File: src/rtl/pc_flow_ctrl_if.sv
// Handshake bundle between the execute stage and the PC / control-flow stage.
// The master drives the instruction controls and ALU results; the slave returns the PC, flags and status.
interface pc_flow_ctrl_if;
    logic [15:0] dst;
    logic        zr;
    logic        ov;
    logic        we_z;
    logic        we_v;
    logic        we_n;
    logic        br;
    logic [2:0]  cond;
    logic [8:0]  br_off;
    logic        jal;
    logic [11:0] jmp_off;
    logic        jr;
    logic [15:0] jr_tgt;
    logic        hlt;
    logic        stall;
    logic [15:0] pc;
    logic [15:0] pc_plus1;
    logic        taken;
    logic        halted;
    logic [2:0]  flags;

    modport master (
        output dst, zr, ov, we_z, we_v, we_n, br, cond, br_off,
               jal, jmp_off, jr, jr_tgt, hlt, stall,
        input  pc, pc_plus1, taken, halted, flags
    );

    modport slave (
        input  dst, zr, ov, we_z, we_v, we_n, br, cond, br_off,
               jal, jmp_off, jr, jr_tgt, hlt, stall,
        output pc, pc_plus1, taken, halted, flags
    );
endinterface

File: src/rtl/pc_flow_ctrl.sv
// PC register, condition flags (Z, V, N) and RUN/HALT sequencing for the single-cycle datapath.
// Define PC_FLOW_OVFL_EN to implement the V flag and the OVFL (110) branch condition.
module pc_flow_ctrl #(
    parameter logic [15:0] RESET_PC = 16'h0000
) (
    input  logic           clk,
    input  logic           rst,
    pc_flow_ctrl_if.slave  bus
);
    typedef enum logic {RUN = 1'b0, HALT = 1'b1} state_t;

    state_t      state_reg, state_next;
    logic [15:0] pc_reg, pc_next;
    logic [15:0] pc_inc;
    logic        z_reg, z_next;
    logic        n_reg, n_next;
    logic        v_flag;
    logic        cond_true;
    logic        run;
    logic        advance;

    assign run     = (state_reg == RUN);
    assign advance = run && !bus.stall;
    assign pc_inc  = pc_reg + 16'd1;

`ifdef PC_FLOW_OVFL_EN
    logic v_reg, v_next;

    always_ff @(posedge clk or posedge rst) begin
        if (rst) v_reg <= 1'b0;
        else     v_reg <= v_next;
    end

    always_comb begin
        v_next = v_reg;
        if (advance && bus.we_v) v_next = bus.ov;
    end

    assign v_flag = v_reg;
`else
    logic unused_ovfl;
    assign v_flag      = 1'b0;
    assign unused_ovfl = &{1'b0, bus.ov, bus.we_v};
`endif

    // Only the sign bit of the ALU result feeds the N flag.
    logic unused_dst;
    assign unused_dst = &{1'b0, bus.dst[14:0]};

    // State register
    always_ff @(posedge clk or posedge rst) begin
        if (rst) begin
            state_reg <= RUN;
            pc_reg    <= RESET_PC;
            z_reg     <= 1'b0;
            n_reg     <= 1'b0;
        end else begin
            state_reg <= state_next;
            pc_reg    <= pc_next;
            z_reg     <= z_next;
            n_reg     <= n_next;
        end
    end

    // Next-state logic: halt beats every transfer, jr > jal > conditional branch.
    always_comb begin
        state_next = state_reg;
        pc_next    = pc_reg;
        z_next     = z_reg;
        n_next     = n_reg;
        if (advance) begin
            if (bus.we_z) z_next = bus.zr;
            if (bus.we_n) n_next = bus.dst[15];
            if (bus.hlt) begin
                state_next = HALT;
            end else if (bus.jr) begin
                pc_next = bus.jr_tgt;
            end else if (bus.jal) begin
                pc_next = pc_inc + {{4{bus.jmp_off[11]}}, bus.jmp_off};
            end else if (bus.br && cond_true) begin
                pc_next = pc_inc + {{7{bus.br_off[8]}}, bus.br_off};
            end else begin
                pc_next = pc_inc;
            end
        end
    end

    // Output logic: conditions see only the registered flags, never this cycle's writes.
    always_comb begin
        cond_true = 1'b0;
        case (bus.cond)
            3'b000:  cond_true = !z_reg;
            3'b001:  cond_true = z_reg;
            3'b010:  cond_true = !z_reg && !n_reg;
            3'b011:  cond_true = n_reg;
            3'b100:  cond_true = z_reg || !n_reg;
            3'b101:  cond_true = z_reg || n_reg;
            3'b110:  cond_true = v_flag;
            default: cond_true = 1'b1;
        endcase
        bus.taken = run && !bus.hlt && (bus.jr || bus.jal || (bus.br && cond_true));
    end

    assign bus.pc       = pc_reg;
    assign bus.pc_plus1 = pc_inc;
    assign bus.halted   = (state_reg == HALT);
    assign bus.flags    = {z_reg, v_flag, n_reg};
endmodule
File: src/flat_wrapper.sv
// flat-port wrapper written by rule: the top's interface ports become plain ports
module pc_flow_ctrl_flat 
#(
    parameter logic [15:0] RESET_PC = 16'h0000
)
  (clk, rst, bus_dst, bus_zr, bus_ov, bus_we_z, bus_we_v, bus_we_n, bus_br, bus_cond, bus_br_off, bus_jal, bus_jmp_off, bus_jr, bus_jr_tgt, bus_hlt, bus_stall, bus_pc, bus_pc_plus1, bus_taken, bus_halted, bus_flags);
  pc_flow_ctrl_if bus_i ();
  input  logic clk;
  input  logic rst;
  input wire logic [$bits(bus_i.dst)-1:0] bus_dst;
  input wire logic [$bits(bus_i.zr)-1:0] bus_zr;
  input wire logic [$bits(bus_i.ov)-1:0] bus_ov;
  input wire logic [$bits(bus_i.we_z)-1:0] bus_we_z;
  input wire logic [$bits(bus_i.we_v)-1:0] bus_we_v;
  input wire logic [$bits(bus_i.we_n)-1:0] bus_we_n;
  input wire logic [$bits(bus_i.br)-1:0] bus_br;
  input wire logic [$bits(bus_i.cond)-1:0] bus_cond;
  input wire logic [$bits(bus_i.br_off)-1:0] bus_br_off;
  input wire logic [$bits(bus_i.jal)-1:0] bus_jal;
  input wire logic [$bits(bus_i.jmp_off)-1:0] bus_jmp_off;
  input wire logic [$bits(bus_i.jr)-1:0] bus_jr;
  input wire logic [$bits(bus_i.jr_tgt)-1:0] bus_jr_tgt;
  input wire logic [$bits(bus_i.hlt)-1:0] bus_hlt;
  input wire logic [$bits(bus_i.stall)-1:0] bus_stall;
  output wire logic [$bits(bus_i.pc)-1:0] bus_pc;
  output wire logic [$bits(bus_i.pc_plus1)-1:0] bus_pc_plus1;
  output wire logic [$bits(bus_i.taken)-1:0] bus_taken;
  output wire logic [$bits(bus_i.halted)-1:0] bus_halted;
  output wire logic [$bits(bus_i.flags)-1:0] bus_flags;
  assign bus_i.dst = bus_dst;
  assign bus_i.zr = bus_zr;
  assign bus_i.ov = bus_ov;
  assign bus_i.we_z = bus_we_z;
  assign bus_i.we_v = bus_we_v;
  assign bus_i.we_n = bus_we_n;
  assign bus_i.br = bus_br;
  assign bus_i.cond = bus_cond;
  assign bus_i.br_off = bus_br_off;
  assign bus_i.jal = bus_jal;
  assign bus_i.jmp_off = bus_jmp_off;
  assign bus_i.jr = bus_jr;
  assign bus_i.jr_tgt = bus_jr_tgt;
  assign bus_i.hlt = bus_hlt;
  assign bus_i.stall = bus_stall;
  assign bus_pc = bus_i.pc;
  assign bus_pc_plus1 = bus_i.pc_plus1;
  assign bus_taken = bus_i.taken;
  assign bus_halted = bus_i.halted;
  assign bus_flags = bus_i.flags;
  pc_flow_ctrl #(.RESET_PC(RESET_PC)) u_core (.clk(clk), .rst(rst), .bus(bus_i));
endmodule
File: config.mk
export PLATFORM = sky130hd
export DESIGN_NAME = pc_flow_ctrl_flat
export DESIGN_NICKNAME = d
export VERILOG_FILES = /design/src/rtl/pc_flow_ctrl_if.sv /design/src/rtl/pc_flow_ctrl.sv /design/src/flat_wrapper.sv
export SDC_FILE = /design/constraint.sdc
export NUM_CORES = 1
export LEC_CHECK = 0
export CAP_MARGIN = 20
export CORE_MARGIN = 2
export CORE_UTILIZATION = 25
export DETAILED_ROUTE_END_ITERATION = 12
export SLEW_MARGIN = 20
export SYNTH_ARGS = -nofsm -noshare
export SYNTH_HDL_FRONTEND = slang
export SYNTH_SLANG_ARGS = --single-unit
export TNS_END_PERCENT = 5
File: constraint.sdc
create_clock -name clk -period 3.5 [get_ports clk]
set_input_delay 0.525 -clock clk [delete_from_list [all_inputs] [get_ports clk]]
set_output_delay 0.525 -clock clk [all_outputs]
set_load 0.02 [all_outputs]
# After elaboration in Yosys (flattened, before gate mapping)
# Cells that the tools add are included.
[op_classes] n_addsub=3 eq_ne=6 n_mux=4 bitwise=2 n_reduce_logical=18
[ops] operator="$mux 16" n=3
[ops] operator="$add 16x16->16" n=2
[ops] operator="$add 16x1->16 const B" n=1
[ops] operator="$eq 3x3->1 const B" n=3
[ops] operator="$reduce_and 2->1" n=4
[ops] operator="$pmux 1 s7" n=1
[ops] operator="$eq 3x2->1 const B" n=2
[ops] operator="$logic_and 1x1->1" n=5
[ops] operator="$logic_not 1->1" n=4
[ops] operator="$logic_or 1x1->1" n=4
[ops] operator="$eq 3x1->1 const B" n=1
[ops] operator="$logic_not 3->1" n=1
[ops] operator="$not 1->1" n=2
[totals] ff_bits=19 inputBits=68 out_inout_bits=37 word_cells=37

# Longest topological paths before layout
[depth] ltp_word=7 mapped_depth=15 ltp_nobuf=15

# Least setup slack after synthesis
# No wires, ideal clock.
[synth_timing] kind="flip-flop to flip-flop" start="reg u_core.pc_reg[1] (netlist: u_core.bus.pc[1])" end="reg u_core.pc_reg[15] (netlist: u_core.bus.pc[15])" setup_ns=0.127 arrival_time_ns=3.644 required_ns=3.373 setup_slack_ns=-0.271 stages_incl_launch_ff=15 path_buffers=0 period_less_slack_ns=3.771 cell_sequence="dfrtp_1 ha_1 nand3_1 nor2_1 xor2_1 ha_1 and2_4 a221o_1 a31oi_2 a21oi_2 a221oi_2 xor2_1 o31ai_1 mux2i_1 nand3_1"
[synth_via] elab_chain_len=5 word_cells_on_any_way=6 cone_classes="add/sub: 3; mux: 3"
[synth_rtl] item="from (decl)" line_no="pc_flow_ctrl.sv:13" source="logic [15:0] pc_reg, pc_next;"
[synth_rtl] item="from (signal assigned)" line_no="pc_flow_ctrl.sv:59" source="pc_reg <= pc_next;"
[synth_rtl] item="$add 16x1->16 (*)" line_no="pc_flow_ctrl.sv:24" source="assign pc_inc = pc_reg + 16'd1;"
[synth_rtl] item="via bus_pc_plus1[8]" line_no="flat_wrapper.sv:26" source="output wire logic [$bits(bus_i.pc_plus1)-1:0] bus_pc_plus1;"
[synth_rtl] item="$add 16x16->16" line_no="pc_flow_ctrl.sv:81" source="pc_next = pc_inc + {{7{bus.br_off[8]}}, bus.br_off};"
[synth_rtl] item="$mux 16" line_no="pc_flow_ctrl.sv:80" source="end else if (bus.br && cond_true) begin"
[synth_rtl] item="$mux 16 (*)" line_no="pc_flow_ctrl.sv:78" source="end else if (bus.jal) begin"
[synth_rtl] item="$mux 16 (*)" line_no="pc_flow_ctrl.sv:76" source="end else if (bus.jr) begin"
# Mark *: on every way through the listed nets, which the timed path passes. The rest lies on a longest branch.
# A chain may end at the register's enable or synchronous reset.

# Worst setup path in the final report
[layout_timing] start="reg u_core.pc_reg[1] (netlist: u_core.bus.pc[1])" end="reg u_core.pc_reg[15] (netlist: u_core.bus.pc[15])"
[layout_via] elab_chain_len=5 word_cells_on_any_way=6 cone_classes="add/sub: 3; mux: 3"
[layout_rtl] item="$add 16x1->16 (*)" line_no="pc_flow_ctrl.sv:24"
[layout_rtl] item="$add 16x16->16" line_no="pc_flow_ctrl.sv:81"
[layout_rtl] item="$mux 16" line_no="pc_flow_ctrl.sv:80"
[layout_rtl] item="$mux 16 (*)" line_no="pc_flow_ctrl.sv:78"
[layout_rtl] item="$mux 16 (*)" line_no="pc_flow_ctrl.sv:76"
# Mark *: on every way between the ends. The rest lies on a longest branch, timed or not.

==> results.md <==
* Run status: completed
* Worst slew margin relative to its limit at 0.501
* Logic gate share of total power at 0.731
* Setup Crit Path Kind: flop to flop
* Vias in the first global route at 3064
* Kind of path behind the tightest hold check: flop to flop
* TritonCTS Buffers at 3
* Tot Pwr at about 0.0022 W
* Largest net degree at the start of global routing at 32
* Number of levels the H-tree was split into at 1
* Power per Cell Area at 500 mW/mm2
* Clk root buf: sky130_fd_sc_hd__clkbuf_16
* Worst clock skew at ~0.0054 ns
* Final non-filler cell total at about 620
* Setup-failing EPs final at 0
* Hold-fix buffer count after cts at 0
* Reported net switching power at 0.000958 W
* Detailed Place HPWL at 7.54 mm
* Peak supply drop at 239 uV
* Clock group share of total power at 0.109
* Total negative slack at 0 ns
* Clock transition at the registers of the reported paths at ~0.060 ns
* Syn Std Cell Area at 0.00283 mm2
* Leakage at 1.87 nW
* Number of instances in the placed design at 604
* Global Route Usage Sum at 0.152
* Worst-case clock buffer depth at 2
* Average cell area after synthesis at 7.92 um2
* Clock insertion delay at the later pin of the skew report at 0.25 ns
* Maximum net fanout on the critical path at 3
* Unrepaired setup endpoints after global routing: true
* Hold violation total from the final report at 0
* Number of clock sinks at 19
* GRT Residual Overflow at 0
* Synthesized Nets at 463
* Fin util at 0.398
* Ratio of cells with drive above 1 in the final layout at 0.170
* Global-route wire length before repair at 14.6 mm
* Fin crit share at 0.959
* Number of inserted diodes at 0
* Arrival time at the worst endpoint at 3.49 ns
* WL/cell at 15.0 um
* Sequential Power Share at 0.159
* Area of the die at between 0.01 and 0.015 mm2
* Top-Level Pins at 105
* Flip-flop and latch count after synthesis at 19
* Time the worst path needs with I/O delays and setup at 3.36 ns
* Post-detailed-route via-to-cell ratio at 4.96
* Total number of nets in the final design at 583
* Fraction of power spent switching nets at 0.440
* Area of the core region at 0.0109 mm2
* CP Capture Type: flop
* Initial standard-cell utilization of the core at 0.259
* Max-capacitance violation count at 0
* Number of violations reported at the end of detailed-routing iteration 0 at between 100 and 150
* Total Wirelength at roughly 9.3 mm
* Final Max Tran Viols at 0
* Synth warnings at 0
* Number of instances in the synthesized netlist at 357
* Die outline height at between 100 and 150 um
* Residual DRC count at 0
* Worst endpoint required time at between 3 and 4 ns
* Fmax at 0.298 GHz
* Share of flip-flops with an asynchronous set or reset after synthesis at 1.00
* Worst-case hold slack at 0.547 ns
* Clock tree from TritonCTS: done
* Most frequently used flop master after synthesis: sky130_fd_sc_hd__dfrtp_1
* Number of enable-type register cells in the synthesized netlist at 0
* Flip-flop count of the largest register after layout at 16
* Internal power component at 0.00122 W
* Number of input and output port buffers inserted at 86
* Vias post-DR at 3054
* Number of antenna violations at the first check in global routing at 0
* Worst slew pin tran at 0.747 ns
* Die boundary width at approximately 110 um
* Remaining antenna violation count after routing at 0
* Crit start category: flop
* Number of distinct library cells after synthesis at 58
* Final GP Congestion at 0.897
* Number of placement rows at 38
* Area growth from synthesis to layout at 53.8%
* Part of the Yosys area used for sequential elements at 0.168
* Pre-Repair DR Iteration Count at 4
## cells in the mapped netlist, drive strengths merged, types with 7 or more instances
| cell type | count | area share |
|---|---|---|
| xnor2 | 19 | 0.059 |
| a31oi | 7 | 0.018 |
| ha | 36 | 0.16 |
| clkbuf | 7 | 0.0093 |
| xor2 | 18 | 0.056 |
| a21oi | 35 | 0.066 |
| dfrtp | 19 | 0.17 |
| a211oi | 16 | 0.042 |
| nand3 | 11 | 0.019 |
| o21ai | 29 | 0.051 |
| buf | 7 | 0.018 |
| inv | 9 | 0.012 |
| nor2 | 34 | 0.045 |
| nand2 | 23 | 0.031 |
| nor3 | 10 | 0.018 |
| a21o | 11 | 0.030 |
| mux2i | 8 | 0.028 |
## power by group through the flow
stage	Sequential [W]	Clock, W	Combinational (W)
floorplan	0.000383	0	0.000899
global placement	0.000335	0	0.00149
detailed placement	0.000340	0	0.00152
CTS	0.000337	0.000242	0.00153
global route	0.000355	0.000253	0.00176
finish	0.000347	0.000238	0.00159
## cells in the final DEF, fill, tap and decap left out, types with 3 or more instances in the layout
cell type and instances:
sky130_fd_sc_hd__a211oi_1 16, sky130_fd_sc_hd__a21o_1 10, sky130_fd_sc_hd__a21oi_1 30, sky130_fd_sc_hd__a21oi_2 5
sky130_fd_sc_hd__a31oi_1 6, sky130_fd_sc_hd__and2_1 3, sky130_fd_sc_hd__and3_1 5, sky130_fd_sc_hd__buf_4 41
sky130_fd_sc_hd__clkbuf_16 3, sky130_fd_sc_hd__clkdlybuf4s50_1 86, sky130_fd_sc_hd__dfrtp_1 18, sky130_fd_sc_hd__ha_1 33
sky130_fd_sc_hd__inv_1 9, sky130_fd_sc_hd__mux2_2 4, sky130_fd_sc_hd__mux2i_1 8, sky130_fd_sc_hd__nand2_1 23
sky130_fd_sc_hd__nand2b_1 3, sky130_fd_sc_hd__nand3_1 9, sky130_fd_sc_hd__nand4_1 4, sky130_fd_sc_hd__nor2_1 32
sky130_fd_sc_hd__nor3_1 10, sky130_fd_sc_hd__o21a_1 3, sky130_fd_sc_hd__o21ai_0 25, sky130_fd_sc_hd__o21ai_1 4
sky130_fd_sc_hd__xnor2_1 14, sky130_fd_sc_hd__xnor2_2 4, sky130_fd_sc_hd__xor2_1 16
## through the flow
stage	setup slack [ns]	instance area [um2]
global placement	0.0985	4110
floorplan	0.00658	2890
finish	0.143	4350
detailed placement	0.0102	4110
CTS	0.0112	4190
global route	-0.0951	4350
## critical path, stage by stage (launching register included)
cell and delay, ns:
sky130_fd_sc_hd__dfrtp_1 0.41, sky130_fd_sc_hd__buf_6 0.13, sky130_fd_sc_hd__nand4_1 0.19, sky130_fd_sc_hd__nor2_2 0.18
sky130_fd_sc_hd__xor2_2 0.26, sky130_fd_sc_hd__ha_4 0.25, sky130_fd_sc_hd__and2_4 0.14, sky130_fd_sc_hd__a221o_1 0.30
sky130_fd_sc_hd__a31oi_2 0.21, sky130_fd_sc_hd__a21oi_2 0.11, sky130_fd_sc_hd__a221oi_2 0.27, sky130_fd_sc_hd__xor2_1 0.10
sky130_fd_sc_hd__o31ai_1 0.26, sky130_fd_sc_hd__buf_4 0.17, sky130_fd_sc_hd__mux2i_1 0.17, sky130_fd_sc_hd__nand3_1 0.08
## what timing repair did
action | 4_1_cts | 5_1_grt
setup buffers | 0 | 8
resized for setup | 0 | 20
endpoints found under the setup margin | 1 | 3
pin swaps | 1 | 12
## cells by family after synthesis
group,count (synthesis),share of synthesized area
buffers and inverters,23,0.0389
other,1,0.00133
AOI/OAI and AO/OA,123,0.285
DFF,19,0.168
xor gates and xnor gates,37,0.115
and+or+nand+nor,103,0.170
muxes,12,0.0442
adders and majority gates,39,0.177
## layout make-up
type,count,area (um2)
Multi-Input combinational cell,315,2390
Clock buffer,4,78.8
Fill cell,1132,6590
Inverter,9,33.8
Tap cell,140,175
Sequential cell,19,477
Timing Repair Buffer,129,1190
## layer usage
metal | vias to the layer above | global-route usage | routed length, um
li1 | 1559 | - | -
met1 | 1415 | 0.187 | 4030
met2 | 72 | 0.281 | 4660
met3 | 8 | 0.0265 | 480
met4 | 0 | 0.0188 | 92
met5 | - | 0 | 0
## final timing paths
path | from | to | slack [ns] | cells after the start
worst max-delay path | u_core.bus.pc[1]$_DFFE_PP0P_ | u_core.bus.pc[15]$_DFFE_PP0P_ | 0.14 | 15
worst min-delay path | u_core.bus.halted$_DFFE_PP0P_ | u_core.bus.halted$_DFFE_PP0P_ | 0.55 | 1
worst max register to register | u_core.bus.pc[1]$_DFFE_PP0P_ | u_core.bus.pc[15]$_DFFE_PP0P_ | 0.14 | 15
worst min register to register | u_core.bus.halted$_DFFE_PP0P_ | u_core.bus.halted$_DFFE_PP0P_ | 0.55 | 1
max in group asynchronous | rst | u_core.bus.pc[2]$_DFFE_PP0P_ | 2.27 | 2
min in group asynchronous | rst | u_core.bus.pc[9]$_DFFE_PP0P_ | 0.71 | 2
(Power assumes the default switching activity.)
